<file path="src/rtl/stepper_seq_ctrl.sv">
// stepper_seq_ctrl: 4-coil unipolar stepper sequencer with wave/full/half
// modes, programmable step period, step-count jobs, abort and a signed
// position counter.
// Optional feature macro: HOLD_TORQUE_EN (keep last coil pattern in IDLE).
module stepper_seq_ctrl #(
    parameter int unsigned PERIOD_W = 16,
    parameter int unsigned STEPS_W  = 16,
    parameter int unsigned POS_W    = 24
) (
    input  logic                clk,
    input  logic                rst,
    input  logic                i_start,
    input  logic                i_abort,
    input  logic                i_dir,
    input  logic [1:0]          i_mode,
    input  logic [STEPS_W-1:0]  i_steps,
    input  logic [PERIOD_W-1:0] i_period,
    output logic [3:0]          o_coils,
    output logic                o_busy,
    output logic                o_done,
    output logic [POS_W-1:0]    o_pos
);

    typedef enum logic {
        S_IDLE = 1'b0,
        S_RUN  = 1'b1
    } state_t;

    localparam logic [1:0] MODE_WAVE = 2'b00;
    localparam logic [1:0] MODE_HALF = 2'b10;

`ifdef HOLD_TORQUE_EN
    localparam bit HOLD = 1'b1;
`else
    localparam bit HOLD = 1'b0;
`endif

    // Half-step phase table; even entries are single-coil, odd are two-coil.
    function automatic logic [3:0] phase(input logic [2:0] idx);
        logic [3:0] pat;
        case (idx)
            3'd0:    pat = 4'b1000;
            3'd1:    pat = 4'b1100;
            3'd2:    pat = 4'b0100;
            3'd3:    pat = 4'b0110;
            3'd4:    pat = 4'b0010;
            3'd5:    pat = 4'b0011;
            3'd6:    pat = 4'b0001;
            default: pat = 4'b1001;
        endcase
        return pat;
    endfunction

    state_t              r_state, w_state;
    logic [2:0]          r_idx, w_idx;
    logic [3:0]          r_coils, w_coils;
    logic                r_busy, w_busy;
    logic                r_done, w_done;
    logic [POS_W-1:0]    r_pos, w_pos;
    logic [STEPS_W-1:0]  r_remain, w_remain;
    logic [PERIOD_W-1:0] r_cnt, w_cnt;
    logic [PERIOD_W-1:0] r_reload, w_reload;
    logic                r_dir, w_dir;
    logic                r_half, w_half;

    logic [2:0]          w_idx_align;
    logic [2:0]          w_idx_inc;
    logic [2:0]          w_idx_step;
    logic [PERIOD_W-1:0] w_per_eff;
    logic [3:0]          w_idle_coils;

    // Start-time helpers: phase alignment and zero-period substitution.
    always_comb begin
        w_idx_align = r_idx;
        if (i_mode == MODE_WAVE) begin
            w_idx_align = {r_idx[2:1], 1'b0};
        end else if (i_mode != MODE_HALF) begin
            w_idx_align = {r_idx[2:1], 1'b1};
        end
        w_per_eff    = (i_period == '0) ? PERIOD_W'(1) : i_period;
        w_idx_inc    = r_half ? 3'd1 : 3'd2;
        w_idx_step   = r_dir ? (r_idx + w_idx_inc) : (r_idx - w_idx_inc);
        w_idle_coils = HOLD ? r_coils : 4'b0000;
    end

    // Next-state and registered-output logic.
    always_comb begin
        w_state  = r_state;
        w_idx    = r_idx;
        w_coils  = r_coils;
        w_busy   = r_busy;
        w_done   = 1'b0;
        w_pos    = r_pos;
        w_remain = r_remain;
        w_cnt    = r_cnt;
        w_reload = r_reload;
        w_dir    = r_dir;
        w_half   = r_half;

        case (r_state)
            S_IDLE: begin
                w_coils = w_idle_coils;
                if (i_start && (i_steps != '0)) begin
                    w_state  = S_RUN;
                    w_busy   = 1'b1;
                    w_dir    = i_dir;
                    w_half   = (i_mode == MODE_HALF);
                    w_idx    = w_idx_align;
                    w_coils  = phase(w_idx_align);
                    w_remain = i_steps;
                    w_reload = w_per_eff - PERIOD_W'(1);
                    w_cnt    = w_per_eff - PERIOD_W'(1);
                end
            end
            default: begin
                if (i_abort) begin
                    w_state = S_IDLE;
                    w_busy  = 1'b0;
                    w_done  = 1'b1;
                    w_coils = w_idle_coils;
                end else if (r_cnt == '0) begin
                    w_idx    = w_idx_step;
                    w_coils  = phase(w_idx_step);
                    w_pos    = r_dir ? (r_pos + POS_W'(1)) : (r_pos - POS_W'(1));
                    w_remain = r_remain - STEPS_W'(1);
                    w_cnt    = r_reload;
                    if (r_remain == STEPS_W'(1)) begin
                        w_state = S_IDLE;
                        w_busy  = 1'b0;
                        w_done  = 1'b1;
                        if (!HOLD) begin
                            w_coils = 4'b0000;
                        end
                    end
                end else begin
                    w_cnt = r_cnt - PERIOD_W'(1);
                end
            end
        endcase
    end

    // State register with synchronous reset.
    always_ff @(posedge clk) begin
        if (rst) begin
            r_state  <= S_IDLE;
            r_idx    <= 3'd0;
            r_coils  <= 4'b0000;
            r_busy   <= 1'b0;
            r_done   <= 1'b0;
            r_pos    <= '0;
            r_remain <= '0;
            r_cnt    <= '0;
            r_reload <= '0;
            r_dir    <= 1'b0;
            r_half   <= 1'b0;
        end else begin
            r_state  <= w_state;
            r_idx    <= w_idx;
            r_coils  <= w_coils;
            r_busy   <= w_busy;
            r_done   <= w_done;
            r_pos    <= w_pos;
            r_remain <= w_remain;
            r_cnt    <= w_cnt;
            r_reload <= w_reload;
            r_dir    <= w_dir;
            r_half   <= w_half;
        end
    end

    assign o_coils = r_coils;
    assign o_busy  = r_busy;
    assign o_done  = r_done;
    assign o_pos   = r_pos;

endmodule

</file>
<file path="config.mk">
export PLATFORM = sky130hd
export DESIGN_NAME = stepper_seq_ctrl
export DESIGN_NICKNAME = d
export VERILOG_FILES = /design/src/rtl/stepper_seq_ctrl.sv
export SDC_FILE = /design/constraint.sdc
export NUM_CORES = 1
export LEC_CHECK = 0
export BUFFER_PORTS_ARGS = -buffer_cell sky130_fd_sc_hd__buf_2
export CAP_MARGIN = 0
export CORE_MARGIN = 4
export CORE_UTILIZATION = 60
export CTS_CLUSTER_DIAMETER = 30
export DETAILED_ROUTE_END_ITERATION = 8
export GPL_TIMING_DRIVEN = 0
export PLACE_DENSITY = 0.82
export SLEW_MARGIN = 20
export SYNTH_ARGS = -nofsm -noshare
export SYNTH_HDL_FRONTEND = slang
export SYNTH_SLANG_ARGS = --single-unit
</file>
<file path="constraint.sdc">
create_clock -name clk -period 4.8 [get_ports clk]
set_clock_uncertainty 0.15 [all_clocks]
set_input_delay 0.48 -clock clk [delete_from_list [all_inputs] [get_ports clk]]
set_output_delay 0.48 -clock clk [all_outputs]
set_load 0.02 [all_outputs]
</file>
# Word level (Yosys, flattened, before mapping)
# Cells that the tools add are included.
[op_classes]
add_sub_neg = 7
multipliers = 0
div = 0
order_cmp = 0
eq_ne = 19
shift = 0
mux = 38
n_bitwise = 2
n_reduce_logical = 14
[op_table]
columns = ["op", "n"]
rows = [
  ["two-way mux 16 bit", 9],
  ["case mux 4 bit (7 select lines)", 2],
  ["subtractor 16 x 1 -> 16 bit (second input constant)", 3],
  ["logical NOT 16 bit", 2],
  ["adder 24 x 1 -> 24 bit (second input constant)", 1],
  ["two-way mux 24 bit", 1],
  ["subtractor 24 x 1 -> 24 bit (second input constant)", 1],
  ["two-way mux 4 bit", 5],
  ["== test 3 bit (second input constant)", 6],
  ["== test 16 x 1 -> 1 bit (second input constant)", 1],
  ["nonzero test 16 bit", 1],
  ["two-way mux 1 bit", 15],
  ["two-way mux 3 bit", 5],
  ["== test 3 x 2 -> 1 bit (second input constant)", 4],
  ["AND reduction 3 bit", 3],
  ["== test 3 x 1 -> 1 bit (second input constant)", 2],
  ["logical NOT 3 bit", 2],
  ["inequality test 3 x 2 -> 1 bit (second input constant)", 2],
  ["inequality test 2 bit (second input constant)", 2],
  ["AND reduction 2 bit", 2],
  ["adder 3 x 2 -> 3 bit", 1],
  ["subtractor 3 x 2 -> 3 bit", 1],
  ["== test 2 bit (second input constant)", 1],
  ["logical NOT 2 bit", 1],
  ["6 further kinds", 7],
]
[word_totals]
ff_bits = 84
latch_bits = 0
ram_bits = 0
romBits = 0
in_bits = 39
wordCells = 91
mem_count = 0

# Logic depth before layout (Yosys ltp)
[logic_depth]
word_depth = 9
mapped_depth = 11
depth_no_buf = 11

# Worst setup path before layout
# Ideal clock, no wire load.
[synth_timing]
kind = "register to register"
start = "register r_dir"
end = "register r_pos[20], in the netlist o_pos[20]"
setup_time_ns = 0.117
arrival_ns = 2.853
setup_slack_ns = 1.679
stages_incl_launch_ff = 11
path_buffers = 1
synth_period_minus_slack_ns = 3.121
path_cell_list = "dfxtp_1 clkbuf_1 inv_1 ha_1 a21o_1 a221o_1 a211oi_2 or2_1 nor2_1 or3_1 a32o_1"
[synth_via]
elab_chain_len = 1
[synth_lines]
columns = ["element", "line", "rtl"]
rows = [
  ["from (decl)", "63", "logic r_dir, w_dir;"],
  ["from (signal assigned)", "166", "r_dir <= w_dir;"],
  ["two-way mux 24 bit", "124", "w_pos = r_dir ? (r_pos + POS_W'(1)) : (r_pos - POS_W'(1));"],
  ["to (signal assigned)", "162", "r_pos <= w_pos;"],
  ["to (decl)", "59", "logic [POS_W-1:0] r_pos, w_pos;"],
]
# No other way between the ends.
# A chain may end at the register's enable or synchronous reset.

# Worst setup path in the final report
# Same ends and word-level chain as after synthesis.

==> flow_metrics.env <==
export IMPL_grt_max_degree=25
export IMPL_fmax_mhz=271.4
export IMPL_diodes=0
export IMPL_fp_dieH_um=104.8
export IMPL_crit_arrival_ns=3.80
export IMPL_period_needed_ns=3.684
export IMPL_outcome="finished, final reports clean"
export IMPL_synth_seq_cells=84
export IMPL_tns_ns=0
export IMPL_synthCells=723
export IMPL_syn_nets=792
export IMPL_drtIter0Drc=458
export IMPL_p_leak_nw=2.643
export IMPL_timing_rr_end="o_pos[20]$_SDFFE_PP0P_"
export IMPL_netlist_top_cells_count="nor2_1, dfxtp_1, a21oi_1"
export IMPL_reg2reg_depth=10
export IMPL_drive_gt1_share_pct=13.88
export IMPL_cp_depth=10
export IMPL_power_internal_mw=1.177
export IMPL_regArea_um2=1682
export IMPL_worst_r2r_startpoint="r_dir$_SDFFE_PP0P_"
export IMPL_netlist_area_leader_share_pct=29.91
export IMPL_hold_class="in2reg"
export IMPL_rsz0062_at_grt="false"
export IMPL_synth_area_um2=5623
export IMPL_drc_errors=0
export IMPL_cts_tree="yes"
export IMPL_grt_pass1_wl_mm=26.32
export IMPL_firstDrtPassIters=6
export IMPL_path_class="reg2reg"
export IMPL_min_from="i_dir"
export IMPL_ys_seq_area_share_pct=29.91
export IMPL_area_delta_synth_final_pct=11.97
export IMPL_synthFlopType="dfxtp_1"
export IMPL_slowest_stage="ha_1"
export IMPL_crit_fanout=24
export IMPL_utilization_pct=68.46
export IMPL_synth_most_common_cell="nor2_1"
export IMPL_power_frac_clock_pct=29.5
export IMPL_routedWlPerCell_um=17.16
export IMPL_hold_depth=3
export IMPL_grt_use_total_pct=28.84
export IMPL_finalNetCount=871
export IMPL_synth_top_area_cell="dfxtp_1"
export IMPL_cts_setup_buffers=0
export IMPL_crit_family="compound AO/OA/AOI/OAI gates"
export IMPL_max_stage_delay_ns=0.54
export IMPL_dieArea_um2=10980
export IMPL_n_fill_cell=799
export IMPL_setup_viol=0
export IMPL_cp_start_kind="register"
export IMPL_vias=5774
export IMPL_power_density_nw_per_um2=280.2
export IMPL_via_per_inst=6.290
export IMPL_drtAntennaViolNets=0
export IMPL_crit_buf_inv=2
export IMPL_cts_max_path_buffers=2
export IMPL_grt_pass1_vias=5576
export IMPL_multi_input_area_um2=3702
export IMPL_holdPathEnd="r_dir$_SDFFE_PP0P_"
export IMPL_core_area_um2=9196
export IMPL_syn_mean_instance_area_um2=7.777
export IMPL_netSwitchingFraction_pct=33.25
export IMPL_antenna_found_initial=0
export IMPL_ir_drop_mv=0.1505
export IMPL_clk_pin_slew_ns=0.09
export IMPL_slew_headroom_pct=39.69
export IMPL_synth_edff_count=0
export IMPL_crit_chain="clkbuf_1 > inv_1 > ha_1 > a21o_1 > a221o_1 > a211oi_2 > or2_1 > nor2_1 > or3_1 > a32o_1"
export IMPL_startpoint="r_dir$_SDFFE_PP0P_"
export IMPL_cts_root_buffer="clkbuf_8"
export IMPL_clkSinkCount=84
export IMPL_grt_overflow_total=0
export IMPL_worstPathRequired_ns=4.91
export IMPL_p_comb_share_pct=26.2
export IMPL_routed_wl_mm=15.75
export IMPL_hold_violations=0
export IMPL_synth_area_top_cells="dfxtp_1, a21oi_1, nor2_1, ha_1, xnor2_1"
export IMPL_initial_core_util_pct=61.14
export IMPL_cts_buffers=9
export IMPL_slew_viol_final=0
export IMPL_pin_count=69
export IMPL_worst_pin_slew_ns=0.9036
export IMPL_worstSkewPairLatency_ns=0.36
export IMPL_maxCapViolCount=0
export IMPL_ctsResizeCount=0
export IMPL_min_period_over_period_pct=76.76
export IMPL_htree_levels=3
export IMPL_hold_buffers=0
export IMPL_gp_congestion=0.9592
export IMPL_port_buffers=68
export IMPL_rrSetupSlack_ns=1.12
export IMPL_pwr_share_seq_pct=44.3
export IMPL_die_w_um=104.8
export IMPL_ys_types=72
export IMPL_hpwl_mm=11.61
export IMPL_synthArstFlopShare_pct=0
export IMPL_critPathCaptureType="register"
export IMPL_rows=35
export IMPL_power_switching_uw=586.5
export IMPL_synth_warning_count=0
[power groups by stage]
| stage | clock network [mW] | registers [mW] | logic, mW |
|---|---|---|---|
| floorplan | 0 | 0.792 | 0.333 |
| global placement | 0 | 0.792 | 0.440 |
| detailed placement | 0 | 0.795 | 0.451 |
| CTS | 0.525 | 0.779 | 0.454 |
| global route | 0.556 | 0.786 | 0.514 |
| finish | 0.520 | 0.781 | 0.462 |
[placed cells by master, fill, tap and decap left out, drive strengths merged, types with 4 or more instances in the layout]
cell type / netlist / layout
nor2: 98 / 98
dfxtp: 84 / 84
buf: 12 / 80
a21oi: 72 / 72
nand2: 71 / 71
o21ai: 44 / 44
clkbuf: 26 / 38
a211oi: 32 / 32
xnor2: 31 / 31
ha: 28 / 28
nor3: 18 / 18
inv: 17 / 17
nand3: 16 / 16
xor2: 13 / 13
nor4: 13 / 13
mux2i: 12 / 12
or4: 10 / 10
or3: 8 / 8
a21o: 8 / 8
a22o: 8 / 8
and3: 7 / 7
nand4: 7 / 7
o211ai: 7 / 7
o31a: 7 / 7
nor2b: 5 / 5
and2: 5 / 5
nand2b: 4 / 4
a31oi: 4 / 4
o22ai: 4 / 4
or2: 4 / 4
[cells by family after synthesis]
| family | count (synthesis) | share of synthesized area (%) |
|---|---|---|
| compound gates | 219 | 25.46 |
| fa+ha+maj | 30 | 6.943 |
| buf+inv | 55 | 4.250 |
| flops | 84 | 29.91 |
| simple gates | 277 | 24.05 |
| xor+xnor | 44 | 6.854 |
| mux | 14 | 2.537 |
[routing by layer]
metal / share of wire (%) / global-route usage (%) / vias up
li1: - / - / 2812
met1: 42 / 35.32 / 2684
met2: 49 / 51.24 / 247
met3: 7.5 / 5.621 / 31
met4: 1.8 / 8.154 / 0
met5: 0 / 0 / -
[worst register-to-register path: cells and delay by family, from the launching register on]
kind | cells | cell delay [ns]
AOI/OAI and AO/OA | 4 | 1.17
buffers and inverters | 2 | 0.77
and+or+nand+nor | 3 | 0.64
adders and majority gates | 1 | 0.54
DFF | 1 | 0.32
[metrics by stage]
step	total power [mW]	setup WS [ns]	hold WS [ns]	cell area, µm²	std cells
4_1_cts	1.758	1.115	0.2090	6296	918
3_5_place_dp	1.246	1.131	0.3146	6102	902
6_report	1.764	1.116	0.2145	6296	918
5_1_grt	1.856	0.8575	0.2088	6296	918
3_3_place_gp	1.232	1.196	0.3053	6102	902
2_1_floorplan	1.124	1.679	0.2988	5623	723
[area by class of cell]
| type | count | area share (%) |
|---|---|---|
| well taps | 111 | 2.206 |
| plain buffers | 38 | 2.782 |
| inverters | 17 | 1.014 |
| repair buffers | 68 | 5.405 |
| flip-flops and latches | 84 | 26.71 |
| clock inverters | 4 | 0.7750 |
| clock buffers | 12 | 2.305 |
| multi-input cells | 584 | 58.80 |
[worst max path at each step]
stage,to,slack [ns]
6_report,o_pos[20]$_SDFFE_PP0P_,1.12
5_1_grt,o_pos[23]$_SDFFE_PP0P_,0.86
4_1_cts,o_pos[20]$_SDFFE_PP0P_,1.11
3_5_place_dp,o_pos[20]$_SDFFE_PP0P_,1.13
3_3_place_gp,o_pos[20]$_SDFFE_PP0P_,1.20
2_1_floorplan,o_pos[20]$_SDFFE_PP0P_,1.68
[registers in the layout, summed over array words and instances, names as in the netlist]
signal    flops
r_idx         3
o_coils       4
r_cnt        16
o_busy        1
r_dir         1
o_pos        24
r_reload     16
r_state       1
r_half        1
r_remain     16
o_done        1
(Power assumes the default switching activity.)
